$ cat src/rtl/i2c_target_regs.sv
// I2C target with a byte-wide register bank: pointer-based writes and
// auto-incrementing reads, SDA driven open-drain through sda_oe only.
module i2c_target_regs #(
  parameter logic [6:0] SLAVE_ADDR = 7'h50,
  parameter int         NUM_REGS   = 16,
  localparam int        PW         = $clog2(NUM_REGS)
) (
  input  logic          clk,
  input  logic          rst,
  input  logic          scl_i,
  input  logic          sda_i,
  output logic          sda_oe,
  output logic          busy,
  output logic          addressed,
  output logic          wr_valid,
  output logic [PW-1:0] wr_addr,
  output logic [7:0]    wr_data,
  input  logic          lcl_we,
  input  logic [PW-1:0] lcl_addr,
  input  logic [7:0]    lcl_wdata
);

  typedef enum logic [3:0] {
    S_IDLE, S_ADDR, S_ADDR_ACK, S_PTR, S_PTR_ACK,
    S_WDATA, S_WDATA_ACK, S_RDATA, S_RACK, S_IGNORE
  } state_t;

  logic          scl_m_q, scl_s_q, scl_d_q;
  logic          sda_m_q, sda_s_q, sda_d_q;
  state_t        state_q, state_d;
  logic [3:0]    bitcnt_q, bitcnt_d;
  logic [7:0]    shreg_q, shreg_d;
  logic          rw_q, rw_d;
  logic [PW-1:0] ptr_q, ptr_d;
  logic          sda_oe_q, sda_oe_d;
  logic          busy_q, busy_d;
  logic          addressed_q, addressed_d;
  logic          wr_valid_q, wr_valid_d;
  logic [PW-1:0] wr_addr_q, wr_addr_d;
  logic [7:0]    wr_data_q, wr_data_d;
  logic [7:0]    bank_q [NUM_REGS];

  logic          scl_rise, scl_fall, start_ev, stop_ev;
  logic [7:0]    rx_byte, rd_byte;
  logic [PW-1:0] ptr_inc;

  assign scl_rise = scl_s_q & ~scl_d_q;
  assign scl_fall = ~scl_s_q & scl_d_q;
  assign start_ev = sda_d_q & ~sda_s_q & scl_s_q;
  assign stop_ev  = ~sda_d_q & sda_s_q & scl_s_q;
  assign rx_byte  = {shreg_q[6:0], sda_s_q};
  assign rd_byte  = bank_q[ptr_q];
  assign ptr_inc  = ptr_q + PW'(1);

  always_comb begin
    state_d     = state_q;
    bitcnt_d    = bitcnt_q;
    shreg_d     = shreg_q;
    rw_d        = rw_q;
    ptr_d       = ptr_q;
    sda_oe_d    = sda_oe_q;
    busy_d      = busy_q;
    addressed_d = addressed_q;
    wr_valid_d  = 1'b0;
    wr_addr_d   = wr_addr_q;
    wr_data_d   = wr_data_q;

    if (start_ev) begin
      state_d     = S_ADDR;
      bitcnt_d    = 4'd0;
      sda_oe_d    = 1'b0;
      busy_d      = 1'b1;
      addressed_d = 1'b0;
    end else if (stop_ev) begin
      state_d     = S_IDLE;
      sda_oe_d    = 1'b0;
      busy_d      = 1'b0;
      addressed_d = 1'b0;
    end else begin
      unique case (state_q)
        S_ADDR, S_PTR, S_WDATA: begin
          if (scl_rise) begin
            shreg_d  = rx_byte;
            bitcnt_d = bitcnt_q + 4'd1;
            if (bitcnt_q == 4'd7) begin
              if (state_q == S_ADDR) begin
                rw_d    = rx_byte[0];
                state_d = (rx_byte[7:1] == SLAVE_ADDR) ? S_ADDR_ACK : S_IGNORE;
              end else if (state_q == S_PTR) begin
                ptr_d   = rx_byte[PW-1:0];
                state_d = S_PTR_ACK;
              end else begin
                wr_valid_d = 1'b1;
                wr_addr_d  = ptr_q;
                wr_data_d  = rx_byte;
                ptr_d      = ptr_inc;
                state_d    = S_WDATA_ACK;
              end
            end
          end
        end
        // bitcnt 8: ACK not yet driven; bitcnt 9: ACK on the bus, next fall ends it
        S_ADDR_ACK, S_PTR_ACK, S_WDATA_ACK: begin
          if (scl_fall) begin
            if (bitcnt_q == 4'd8) begin
              sda_oe_d = 1'b1;
              bitcnt_d = 4'd9;
            end else begin
              bitcnt_d = 4'd0;
              sda_oe_d = 1'b0;
              state_d  = S_WDATA;
              if (state_q == S_ADDR_ACK) begin
                addressed_d = 1'b1;
                if (rw_q) begin
                  shreg_d  = rd_byte;
                  sda_oe_d = ~rd_byte[7];
                  state_d  = S_RDATA;
                end else begin
                  state_d  = S_PTR;
                end
              end
            end
          end
        end
        S_RDATA: begin
          if (scl_fall) begin
            if (bitcnt_q == 4'd7) begin
              sda_oe_d = 1'b0;
              state_d  = S_RACK;
            end else begin
              shreg_d  = {shreg_q[6:0], 1'b0};
              sda_oe_d = ~shreg_q[6];
              bitcnt_d = bitcnt_q + 4'd1;
            end
          end
        end
        // A fall in RACK can only follow an ACKed 9th rise; NACK leaves the state
        S_RACK: begin
          if (scl_rise) begin
            if (sda_s_q) begin
              addressed_d = 1'b0;
              state_d     = S_IGNORE;
            end else begin
              ptr_d = ptr_inc;
            end
          end else if (scl_fall) begin
            shreg_d  = rd_byte;
            sda_oe_d = ~rd_byte[7];
            bitcnt_d = 4'd0;
            state_d  = S_RDATA;
          end
        end
        default: ;
      endcase
    end
  end

  always_ff @(posedge clk) begin
    if (rst) begin
      scl_m_q     <= 1'b1;
      scl_s_q     <= 1'b1;
      scl_d_q     <= 1'b1;
      sda_m_q     <= 1'b1;
      sda_s_q     <= 1'b1;
      sda_d_q     <= 1'b1;
      state_q     <= S_IDLE;
      bitcnt_q    <= 4'd0;
      ptr_q       <= '0;
      sda_oe_q    <= 1'b0;
      busy_q      <= 1'b0;
      addressed_q <= 1'b0;
      wr_valid_q  <= 1'b0;
      wr_addr_q   <= '0;
      wr_data_q   <= 8'h00;
    end else begin
      scl_m_q     <= scl_i;
      scl_s_q     <= scl_m_q;
      scl_d_q     <= scl_s_q;
      sda_m_q     <= sda_i;
      sda_s_q     <= sda_m_q;
      sda_d_q     <= sda_s_q;
      state_q     <= state_d;
      bitcnt_q    <= bitcnt_d;
      ptr_q       <= ptr_d;
      sda_oe_q    <= sda_oe_d;
      busy_q      <= busy_d;
      addressed_q <= addressed_d;
      wr_valid_q  <= wr_valid_d;
      wr_addr_q   <= wr_addr_d;
      wr_data_q   <= wr_data_d;
    end
    shreg_q <= shreg_d;
    rw_q    <= rw_d;
  end

  // Bank commits the I2C byte while wr_valid is high; issued last so it wins a collision
  always_ff @(posedge clk) begin
    if (rst) begin
      for (int i = 0; i < NUM_REGS; i++) bank_q[i] <= 8'h00;
    end else begin
      if (lcl_we) bank_q[lcl_addr] <= lcl_wdata;
      if (wr_valid_q) bank_q[wr_addr_q] <= wr_data_q;
    end
  end

  assign sda_oe    = sda_oe_q;
  assign busy      = busy_q;
  assign addressed = addressed_q;
  assign wr_valid  = wr_valid_q;
  assign wr_addr   = wr_addr_q;
  assign wr_data   = wr_data_q;

endmodule
$ cat config.mk
export PLATFORM = sky130hd
export DESIGN_NAME = i2c_target_regs
export DESIGN_NICKNAME = d
export VERILOG_FILES = /design/src/rtl/i2c_target_regs.sv
export SDC_FILE = /design/constraint.sdc
export NUM_CORES = 1
export LEC_CHECK = 0
export CAP_MARGIN = 20
export CORE_ASPECT_RATIO = 0.75
export CORE_MARGIN = 3
export CORE_UTILIZATION = 50
export DETAILED_ROUTE_END_ITERATION = 10
export PLACE_DENSITY = 0.66
export SYNTH_ARGS = -nofsm -noshare
export SYNTH_HDL_FRONTEND = slang
export SYNTH_SLANG_ARGS = --single-unit
export TNS_END_PERCENT = 20
$ cat constraint.sdc
create_clock -name clk -period 2.9 [get_ports clk]
set_clock_uncertainty 0.1 [all_clocks]
set_input_delay 0.29 -clock clk [delete_from_list [all_inputs] [get_ports clk]]
set_output_delay 0.29 -clock clk [all_outputs]
set_load 0.02 [all_outputs]
==> flow_summary.yaml, run 1 <==
floorplan:
  ios: 33
  core_mm2: 0.01708
  die_x_um: 159.8
  dieArea_mm2: 0.01940
  die_h_um: 121.4
  row_count: 41
  start_util: 0.5194
critical_path:
  cp_max_fo: 6
  required_ps: 3130
  worstSetupPathType: "register to register"
  critPathArrivalTime_ps: 2870
  start_kind: "register"
  critPathCaptureType: "register"
logic_synthesis:
  ys_seq_area_frac: 0.5460
  synth_area_leader_cell: "edfxtp_1"
  netlist_instances: 705
  synth_area_mm2: 0.008874
  synth_commonest_cells: "edfxtp_1, a22o_1, nor2_1, clkbuf_1, dfxtp_1"
  syn-num-nets: 727
  synth_most_common_cell: "edfxtp_1"
  async_flop_share: 0
  yosys_warnings: 0
  syn_area_per_cell_um2: 12.59
  synth_top_cell_area_share: 0.4602
  synth_area_leaders: "edfxtp_1, a22o_1, dfxtp_1"
  synth_cell_types: 63
  synth-edff-count: 136
  yosys_most_used_dff: "edfxtp_1"
  synth_seq_cells: 174
sta:
  fin_crit_ps: 2634
  drv_slew: 0
  timing.hold.ws_ps: 319.1
  setup_violations: 0
  finalHoldViolCount: 0
  fin_setup_tns_ps: 0
  fmax_mhz: 379.7
  relSlewSlack: 0.3262
  min_period_over_period: 0.9083
  rsz0062_at_grt: "false"
  worstMarginPinSlew_ps: 1003
global_route:
  grt_pass1_wl_mm: 38.29
  grt_max_degree: 32
  grt_overflow: 0
  antenna_found_initial: 0
  grt_use_total: 0.2670
  grt_pass1_vias: 6137
route:
  wl_mm: 25.21
  postRouteAntennaNets: 0
  dr.pass1.iters: 6
  drc: 0
  vias: 6566
  drt-vias-per-instance: 6.619
  drt_iter0_drc: 767
  wire_per_inst_um: 25.41
clock_tree:
  insertion_delay_ps: 430
  max-clock-path-buffers: 2
  clkSinkCount: 174
  cts_buffers: 17
  cts_max_level: 4
  ctsResizeCount: 0
  root_buffer: "clkbuf_16"
  postCtsHoldBufs: 0
  cts_tree: "done"
  clk_pin_slew_worst_paths_ps: 70
  post_cts_buffers: 0
pwr:
  p_comb_frac: 0.062
  seqPwrFrac: 0.520
  internal-power_w: 0.004163
  peakVddDrop_v: 0.0004281
  swShare: 0.2317
  clkPwrFrac: 0.418
  p_leak_nw: 3.669
  power_density_mw_per_mm2: 530.6
  power_switching_w: 0.001256
placement:
  dp.cells: 960
  globalplace.congestion: 0.9572
  dp_hpwl_mm: 17.64
  io_buffer_count: 32
layout:
  layout-drive-gt1-share: 0.1786
  area_delta_synth_final_pct: 15.10
  diodes: 0
  final_nets: 765
  fin_cells: 992
worst_hold_path:
  hp-class: "register to register"
status:
  status: "finished, final reports clean"
run:
  cap_violations: 0
-- worst paths after layout --
kind                 start      end  slack, ps  cells after the start
setup / recovery  register   sda_oe        270                      4
hold / removal     sda_m_q  sda_s_q        320                      1
setup reg to reg  register   sda_oe        270                      4
hold reg to reg    sda_m_q  sda_s_q        320                      1
-- area by class of cell --
class | count | area, um2
fillers | 1341 | 6869
repair buffers | 89 | 748.2
well taps | 236 | 295.3
flip-flops and latches | 174 | 4846
inverters | 9 | 33.78
multi-input cells | 452 | 3721
clock inverters | 14 | 140.1
clock buffers | 18 | 429.2
-- metrics by stage --
stage	setup WS [ps]	utilization	power, W	instance area (um2)
6_report	266.1	0.5979	0.005419	10210
5_1_grt	71.96	0.5979	0.005563	10210
4_1_cts	251.1	0.5979	0.005424	10210
3_5_place_dp	167.7	0.5646	0.003199	9644
3_3_place_gp	213.5	0.5646	0.003190	9644
2_1_floorplan	506.7	-	0.003062	8874
-- registers in the layout (all words and copies together) (netlist names), 4 cells and up, named ones only --
name      cells
bank_q      128
wr_data       8
bitcnt_q      4
wr_addr       4
ptr_q         4
state_q       4
shreg_q       7
-- cells by family (layout without fill, tap and decap cells) --
logic type	after synthesis	after routing	synth area share
DFF	174	174	0.5460
xor gates and xnor gates	2	2	0.001974
AOI/OAI and AO/OA	198	198	0.1784
and+or+nand+nor	185	185	0.1117
buffers and inverters	79	130	0.03469
adders and majority gates	5	5	0.007050
muxes	62	62	0.1203
-- layer usage --
layer,vias to the layer above,track usage,part of all wire
met4,0,0.07317,0.013
met1,3284,0.4102,0.45
met2,370,0.3733,0.42
met5,-,0,0
li1,2886,-,-
met3,26,0.07062,0.11
-- cells in the final DEF, fill, tap and decap left out, types with 4 or more instances in the layout --
cell / Yosys / routed
a211oi_1: 4 / 4
a21oi_1: 23 / 23
a22o_1: 128 / 128
buf_4: 0 / 57
clkbuf_16: 0 / 17
clkdlybuf4s50_1: 0 / 32
dfxtp_1: 38 / 37
edfxtp_1: 136 / 136
ha_1: 5 / 5
inv_1: 9 / 9
mux2_2: 9 / 9
mux2i_1: 20 / 20
mux4_1: 6 / 6
mux4_2: 27 / 27
nand2_1: 22 / 22
nand2b_1: 11 / 11
nand3_1: 9 / 9
nand3b_1: 4 / 4
nor2_1: 56 / 56
nor2b_1: 7 / 7
nor3_1: 23 / 23
nor3b_1: 4 / 4
o21ai_1: 9 / 9
o31ai_1: 4 / 4
or2_2: 8 / 8
or3_1: 13 / 13
-- power by group through the flow --
stage	logic (W)	clock network, W	registers, W
floorplan	0.000215	0	0.00285
global placement	0.000321	0	0.00287
detailed placement	0.000327	0	0.00287
CTS	0.000329	0.00228	0.00282
global route	0.000358	0.00238	0.00283
finish	0.000336	0.00226	0.00282
-- critical path: stages (launching register included) --
cell and delay [ps]:
dfxtp_1 570, mux4_1 610, mux4_2 500, or4_1 450, a221oi_1 300
Power figures use the tool's default switching activity.
==> inputs of run 2 (changes only) <==
==> constraint.sdc (replaced) <==
create_clock -name clk -period 2.9 [get_ports clk]
set_clock_uncertainty 0.1 [all_clocks]
set_input_delay 0.58 -clock clk [delete_from_list [all_inputs] [get_ports clk]]
set_output_delay 0.58 -clock clk [all_outputs]
set_load 0.02 [all_outputs]
==> flow_summary.yaml, run 2 (synthesis results as in run 1) <==
layout:
  layout-drive-gt1-share: 0.1956
  multi_input_area_mm2: 0.003721
  nFillCells: 1324
  final_common_cell: "edfxtp_1"
  design_area_mm2: 0.01034
  area_delta_synth_final_pct: 16.55
  final_nets: 776
  register_area_mm2: 0.004846
  largest_register: "bank_q"
  largest_reg_flops: 128
  final_cell_mix: "edfxtp_1, a22o_1, buf_4"
run:
  cap_violations: 0
sta:
  drv_slew: 0
  finalHoldViolCount: 0
  worstMarginPinSlew_ps: 960.1
  min_period_over_period: 0.9718
  rsz0062_at_grt: "false"
  relSlewSlack: 0.3579
  fmax_mhz: 354.8
  fin_crit_ps: 2818
  setup_violations: 0
  setup_slack_ps: 81.80
floorplan:
  core_mm2: 0.01708
  ios: 33
  start_util: 0.5194
  die_x_um: 159.8
  dieArea_mm2: 0.01940
  row_count: 41
  die_h_um: 121.4
route:
  postRouteAntennaNets: 0
  routed-wl-met2_mm: 10.97
  drt_iter0_drc: 836
  drt-vias-per-instance: 6.644
  highest_layer: "met4"
  wl_mm: 25.83
  wl_met1_mm: 11.01
  wl_met3_mm: 3.137
  dr.pass1.iters: 5
  wire_per_inst_um: 25.73
  drc: 0
  vias: 6671
clock_tree:
  cts_max_level: 4
  cts_tree: "done"
  insertion_delay_ps: 450
  clkSinkCount: 174
  max-clock-path-buffers: 2
  root_buffer: "clkbuf_16"
  post_cts_buffers: 0
  cts_buffers: 17
  ctsResizeCount: 0
  clk_pin_slew_worst_paths_ps: 80
  postCtsHoldBufs: 0
critical_path:
  cp_max_fo: 7
  critPathArrivalTime_ps: 3070
  cp_num_buf_inv: 0
  worstSetupPathType: "register to register"
  critPathTopFamily: "multiplexers"
  worstPathCellList: "mux4_1 -> mux4_2 -> or4_1 -> a221oi_1"
  max_stage_delay_ps: 700
  cp_slowest_cell: "mux4_1"
  required_ps: 3150
  critPathCaptureType: "register"
  start_kind: "register"
pwr:
  power_density_mw_per_mm2: 534.3
  p_leak_nw: 3.754
  peakVddDrop_v: 0.0003733
  p_total_w: 0.005526
global_route:
  grt_max_degree: 31
  grt_overflow: 0
  grt_pass1_wl_mm: 39.22
  grt_pass1_vias: 6361
  antenna_found_initial: 0
  grt_use_total: 0.2733
status:
  status: "finished, final reports clean"
placement:
  place_ws_ps: -56.57
  placed_area_mm2: 0.009727
  globalplace.congestion: 0.9596
  dp_hpwl_mm: 18.02
  io_buffer_count: 32
worst_hold_path:
  hp-class: "register to register"
run 2: cell count changes in the layout (fill, tap and decap cells not counted), sizes merged:
| cell | change |
|---|---|
| clkinv | -3 |
| buf | +11 |
| inv | +7 |
| bufinv | -2 |
| diode | +1 |
| clkinvlp | -2 |
run 2: cell type report:
class / count / share of cell area
diodes: 1 / 0.0002420
clock buffers: 18 / 0.04355
clock inverters: 14 / 0.01573
inverters: 9 / 0.003266
multi-input cells: 452 / 0.3598
flip-flops and latches: 174 / 0.4685
well taps: 236 / 0.02855
repair buffers: 100 / 0.08033
run 2: per-stage QoR:
| stage | hold WS, ps | std cells | setup TNS (ps) | util |
|---|---|---|---|---|
| after floorplan | 289.5 | 705 | 0 | - |
| after global placement | 292.8 | 971 | 0 | 0.5694 |
| after detailed placement | 303.0 | 971 | -518.1 | 0.5694 |
| after CTS | 321.8 | 1003 | 0 | 0.6053 |
| after global routing | 351.1 | 1003 | 0 | 0.6053 |
| final | 317.5 | 1004 | 0 | 0.6054 |
run 2: metal layers:
metal  up-vias  GRT usage
met1      3313     0.3972
met2       402     0.3927
met4         0    0.09322
li1       2905          -
met5         -          0
met3        51    0.08188
run 2: worst paths after layout:
path	startpoint	slack [ps]	cells after the start	to
max	register	80	4	sda_oe
min	sda_m_q	320	1	sda_s_q
max reg2reg	register	80	4	sda_oe
min reg2reg	sda_m_q	320	1	sda_s_q
run 2: report_power, final:
| group | switching, W | internal [W] |
|---|---|---|
| clock | 0.00115 | 0.00122 |
| sequential | 0.0000467 | 0.00277 |
| combinational | 0.000213 | 0.000125 |
